**config.mk**
```make
export PLATFORM = sky130hd
export DESIGN_NAME = register_bank
export DESIGN_NICKNAME = d
export VERILOG_FILES = /design/src/rtl/register_bank.sv
export SDC_FILE = /design/constraint.sdc
export NUM_CORES = 1
export LEC_CHECK = 0
export CAP_MARGIN = 20
export CELL_PAD_IN_SITES_DETAIL_PLACEMENT = 1
export CELL_PAD_IN_SITES_GLOBAL_PLACEMENT = 2
export CORE_UTILIZATION = 40
export CTS_CLUSTER_DIAMETER = 50
export DETAILED_ROUTE_END_ITERATION = 6
export GPL_TIMING_DRIVEN = 0
export PLACE_DENSITY = 0.81
export SLEW_MARGIN = 20
export SYNTH_ARGS = -nofsm -noshare
export SYNTH_HDL_FRONTEND = slang
export SYNTH_SLANG_ARGS = --single-unit
```
**constraint.sdc**
```tcl
create_clock -name clk -period 3.2 [get_ports clk]
set_input_delay 0.32 -clock clk [delete_from_list [all_inputs] [get_ports clk]]
set_output_delay 0.32 -clock clk [all_outputs]
set_load 0.1 [all_outputs]
```
**src/rtl/register_bank.sv**
```systemverilog
// ARM register file: R0..R14 storage, R15 supplied externally as PC+8.
// Two combinational read ports, one write port, one registered debug port.
module register_bank #(
  parameter int DATA_W = 32,
  parameter int ADDR_W = 4,
  parameter bit BYPASS = 1'b1
) (
  input  logic              clk,
  input  logic              rst_n,
  input  logic              WE3,
  input  logic [ADDR_W-1:0] A3,
  input  logic [DATA_W-1:0] WD3,
  input  logic [ADDR_W-1:0] A1,
  input  logic [ADDR_W-1:0] A2,
  input  logic [DATA_W-1:0] R15,
  output logic [DATA_W-1:0] RD1,
  output logic [DATA_W-1:0] RD2,
  input  logic [ADDR_W-1:0] DbgAddr,
  output logic [DATA_W-1:0] DbgData
);

  localparam int NREG  = 15;
  localparam int NVIEW = 2 ** ADDR_W;
  localparam logic [ADDR_W-1:0] PC_A = ADDR_W'(15);

  logic [DATA_W-1:0] r_regs [NREG];
  logic [DATA_W-1:0] w_file [NVIEW];
  logic              w_fwd1;
  logic              w_fwd2;

  // Address view: storage, then PC+8 at 15, zero beyond
  for (genvar g = 0; g < NVIEW; g++) begin : g_view
    if (g < NREG) begin : g_reg
      assign w_file[g] = r_regs[g];
    end else if (g == NREG) begin : g_pc
      assign w_file[g] = R15;
    end else begin : g_none
      assign w_file[g] = '0;
    end
  end

  always_ff @(posedge clk or negedge rst_n) begin
    if (!rst_n) begin
      for (int i = 0; i < NREG; i++) r_regs[i] <= '0;
    end else begin
      for (int i = 0; i < NREG; i++) begin
        if (WE3 && A3 == ADDR_W'(i)) r_regs[i] <= WD3;
      end
    end
  end

  always_ff @(posedge clk or negedge rst_n) begin
    if (!rst_n) DbgData <= '0;
    else        DbgData <= w_file[DbgAddr];
  end

  assign w_fwd1 = BYPASS && rst_n && WE3 &&
                  (A3 == A1) && (A3 != PC_A);
  assign w_fwd2 = BYPASS && rst_n && WE3 &&
                  (A3 == A2) && (A3 != PC_A);

  always_comb begin
    RD1 = w_file[A1];
    if (w_fwd1) RD1 = WD3;
  end

  always_comb begin
    RD2 = w_file[A2];
    if (w_fwd2) RD2 = WD3;
  end

endmodule

```
; ---- Yosys cells after proc, flatten, opt, wreduce, memory -nomap -nowiden
; Cells that the tools add are included.
[word_totals]
output_inout_bits = 96
input_bits = 83
regBits = 512
[classes]
n_mux = 11
n_bitwise = 3
order_cmp = 3
reduce_logical = 21
eq_ne = 17
[op_table]
columns = cell, count
row1 = 32-bit binary-select mux with 4-bit select, 3
row2 = 32-bit 2-to-1 mux, 8
row3 = "4-bit == test, second input constant", 7
row4 = 1-bit logical AND, 20
row5 = "4-bit by 3-bit == test with 1-bit output, second input constant", 4
row6 = "5-bit >= comparator, second input constant", 3
row7 = 4-bit inverter with 5-bit output, 3
row8 = "4-bit by 2-bit == test with 1-bit output, second input constant", 2
row9 = 4-bit == test, 2
row10 = "4-bit by 1-bit == test with 1-bit output, second input constant", 1
row11 = 4-bit logical NOT, 1
row12 = "4-bit inequality test, second input constant", 1

; ---- Depth between registers and ports, before layout
[logic_depth]
ltp_word = 5
ltp_mapped = 7
ltp_nobuf = 4

; ---- Worst setup path after synthesis
; No wires, ideal clock.
[synth_timing]
kind = input -> output
from = input port A2[1]
to = output port RD2[14]
stages = 7
arrival_ns = 2.039
slack_ns = 0.841
cell_sequence = buf_2 -> buf_2 -> clkbuf_1 -> mux4_2 -> a22oi_1 -> nand2_1 -> mux2_2
[synth_between]
elab_chain_len = 5
elab_cells_between_ends = 8
[synth_lines]
columns = item, line
row1 = "start, declared", 14  ; input logic [ADDR_W-1:0] A2,
row2 = 4-bit inverter with 5-bit output (not written as such), 68  ; RD2 = w_file[A2];
row3 = 32-bit binary-select mux with 4-bit select, 68
row4 = 32-bit 2-to-1 mux (not written as such) (2 in series), 68
row5 = 32-bit 2-to-1 mux *, 69  ; if (w_fwd2) RD2 = WD3;
row6 = "end, declared", 17  ; output logic [DATA_W-1:0] RD2,
; Mark *: on every way between the ends. The rest lies on a longest branch, timed or not. The select of a mux whose other input is x is not followed.

; ---- Worst setup path in the final report
[layout_timing]
from = input port A1[1]
to = output port RD1[25]
[layout_between]
elab_chain_len = 5
elab_cells_between_ends = 8
[layout_lines]
columns = item, line
row1 = "start, declared", 13  ; input logic [ADDR_W-1:0] A1,
row2 = 4-bit inverter with 5-bit output (not written as such), 63  ; RD1 = w_file[A1];
row3 = 32-bit binary-select mux with 4-bit select, 63
row4 = 32-bit 2-to-1 mux (not written as such) (2 in series), 63
row5 = 32-bit 2-to-1 mux *, 64  ; if (w_fwd1) RD1 = WD3;
row6 = "end, declared", 16  ; output logic [DATA_W-1:0] RD1,
; Marked as above.

==> results.yml <==
clocking:
  cts.sinks: 512
  clk_latency_ns: 0.64
  clkTransAtPathRegs_ns: 0.05
  clock_path_buffers: 3
  numCtsBuffers: 75
  cts_root_buf: "clkbuf_16"
  htreeDepth: 3
  cts_tree: "done"
die:
  dieArea_um2: 78000
  placementRows: 101
  start_util_pct: 40.5
  die_w_um: 279
  coreArea_um2: 75900
  die_y_um: 279
  ioPinCount: 179
hold_path:
  worst_hold_path_type: "in -> async"
place:
  gp_congestion: 0.866
  placed_cells: 3122
  hpwl_mm: 76.6
  post-place-ws_ns: -1.30
  io_buffer_count: 169
logic_synthesis:
  yosysMostFrequentCell: "mux2_2"
  synth-edff-count: 0
  ys_warn_count: 0
  syn_area_per_cell_um2: 16.1
  synth.net_count: 1998
  ys_ff_latch: 512
  seq_area_frac_synth_pct: 41.7
  yosysUniqueCellTypes: 21
  synthCells: 1915
  synth_common_cells: "537 x mux2_2, 512 x dfrtp_1, 418 x mux4_2"
  async_reset_ff_share_pct: 100
  netlist_top_cells_area: "dfrtp_1 42%, mux4_2 31%, mux2_2 20%, a22oi_1 3.0%, clkbuf_1 1.3%"
  synthFlopType: "dfrtp_1"
  synth_top_area_cell: "dfrtp_1"
  syn_area_um2: 30700
  synth.top_cell.area_share_pct: 41.7
sta:
  fmax_mhz: 311
  setup_viol: 1
  period_needed_ns: 3.21
  fin_crit_sh_pct: 100
  fin_ws_ns: -0.0108
  hold_viol: 0
  tns_ns: -0.0108
  worst-slew-pin-transition_ns: 1.22
  rsz0062_at_grt: "true"
  max_slew_margin_pct: 18.4
  maxSlewViolCount: 0
  skew_ns: 0.0254
route:
  wl_per_cell_um: 35.2
  routed_wl_mm: 115
  drcViolationCount: 0
  vias: 21559
  viasPerCell: 6.60
  dr.pass1.iters: 5
  ant_nets: 0
  drt-initial-drc-count: 1907
global_route:
  grt_remaining_overflow: 0
  grtUsageMet2_pct: 47.9
  grt_max_degree: 101
  antenna_found_initial: 3
  grt_pass1_wl_mm: 169
  busiest_layer: "met2"
  grtUsageMet3_pct: 7.15
  grt_util_met1_pct: 39.6
  grt_pass1_vias: 23585
  grt_usage_pct: 30.3
status:
  violations: "setup timing"
  status: "finished, violations left"
critical_path:
  critPathMaxFanout: 10
  critical-path-max-stage-delay_ns: 0.94
  crit_family: "buffers and inverters"
  crit_slowest_cell: "clkbuf_1"
  cp_cell_sequence: "buf_2 > clkbuf_1 > mux4_2 > a22oi_1 > nand2_1 > mux2_2 > clkbuf_4"
  crit_arrival_ns: 2.89
  cp.buffers_inverters: 3
  critPathLaunchType: "input port"
  end_kind: "output pin"
  reg2reg_slack_ns: 1.52
  r2r_start: "r_regs[66]$_DFFE_PN0P_"
  required_ns: 2.88
  crit_start: "A1[1]"
  crit_type: "in -> out"
pwr:
  p_leak_nw: 14.8
  powerDensity_nw_per_um2: 738
  irDropWorstVdd_mv: 0.529
final_layout:
  final-instance-count-excl-fill: 3267
  final_net_count: 2259
  drive_above_1_share_pct: 57.6
  diodes: 0
  area_delta_synth_final_pct: 19.4
  n_fill_cell: 7248
run:
  maxCapViolCount: 0
final timing paths:
check | to | cells after the start
max in group asynchronous | r_regs[343]$_DFFE_PN0P_ | 5
min in group clk | r_regs[224]$_DFFE_PN0P_ | 4
min | r_regs[317]$_DFFE_PN0P_ | 3
max reg2reg | DbgData[2]$_DFF_PN0_ | 2
min reg2reg | r_regs[262]$_DFFE_PN0P_ | 1
max | RD1[25] | 7
stage by stage:
| stage | instance area [µm²] | utilization [%] | hold WS [ns] | total power (W) |
|---|---|---|---|---|
| detailed placement | 33900 | 44.6 | 0.328 | 0.0185 |
| finish | 36700 | 48.3 | 0.397 | 0.0271 |
| global placement | 33700 | 44.4 | 0.509 | 0.0181 |
| CTS | 36700 | 48.3 | 0.398 | 0.0271 |
| floorplan | 30700 | - | 0.0244 | 0.0159 |
| global route | 36700 | 48.3 | 0.441 | 0.0280 |
kinds of logic after synthesis:
logic type	count (synthesis)	synth area share (%)
and+or+nand+nor	98	1.38
AOI/OAI and AO/OA	125	3.06
DFF	512	41.7
buffers and inverters	210	3.11
xor gates and xnor gates	8	0.228
muxes	962	50.5
metal layers:
metal  share of wire, %  up-vias
li1                   -     8302
met1                 39    11869
met2                 48     1105
met3                8.5      277
met4                4.6        6
met5              0.035        -
power by group:
part | switching (W) | total [W] | leakage [nW] | internal, W
registers | 0.00145 | 0.00947 | 6.28 | 0.00802
logic | 0.00489 | 0.00903 | 7.32 | 0.00414
clock network | 0.00332 | 0.00860 | 1.24 | 0.00528
total | 0.00967 | 0.0271 | 14.8 | 0.0174
area by class of cell:
class / instances / area (µm²) / area share, %
plain buffers: 210 / 1220 / 3.32
clock buffers: 100 / 2080 / 5.67
clock inverters: 38 / 478 / 1.30
multi-input cells: 1193 / 17000 / 46.2
flip-flops and latches: 512 / 12800 / 34.9
well taps: 1030 / 1290 / 3.51
repair buffers: 184 / 1860 / 5.06
layout by cell type (no fill, tap or decap), types with 3 or more instances in the layout:
master	n
mux4_2	418
a22oi_1	124
dlygate4sd2_1	3
buf_1	8
nand3b_1	4
clkdlybuf4s50_1	100
clkinv_4	4
clkdlybuf4s15_2	6
clkbuf_2	30
clkinvlp_4	5
inv_6	10
buf_16	8
nand2_1	67
clkbuf_16	77
buf_8	8
buf_6	25
buf_4	68
nor2b_1	3
mux2_1	7
or3_1	3
bufinv_16	8
clkbuf_1	87
buf_2	55
clkinv_2	9
xor2_1	8
mux2_2	537
dfrtp_1	512
nor2_1	11
clkbuf_8	7
clkbuf_4	8
state kept, by name, indices dropped and copies added, names as in the netlist:
name,cells
DbgData,32
r_regs,480
worst reg2reg max path: cells and delay by family (launching register included):
family,cells,cell delay (ns)
DFF,1,0.41
muxes,2,1.09
what timing repair did:
item                                    4_1_cts  5_1_grt
buffers inserted                              0        0
cloned                                        1        0
endpoints found under the setup margin       64       56
hold endpoints to repair                     62        0
hold buffers                                  5        0
resized for setup                           477        5
pin swaps                                     0        0
No activity file was read; power rests on OpenSTA's default activity.
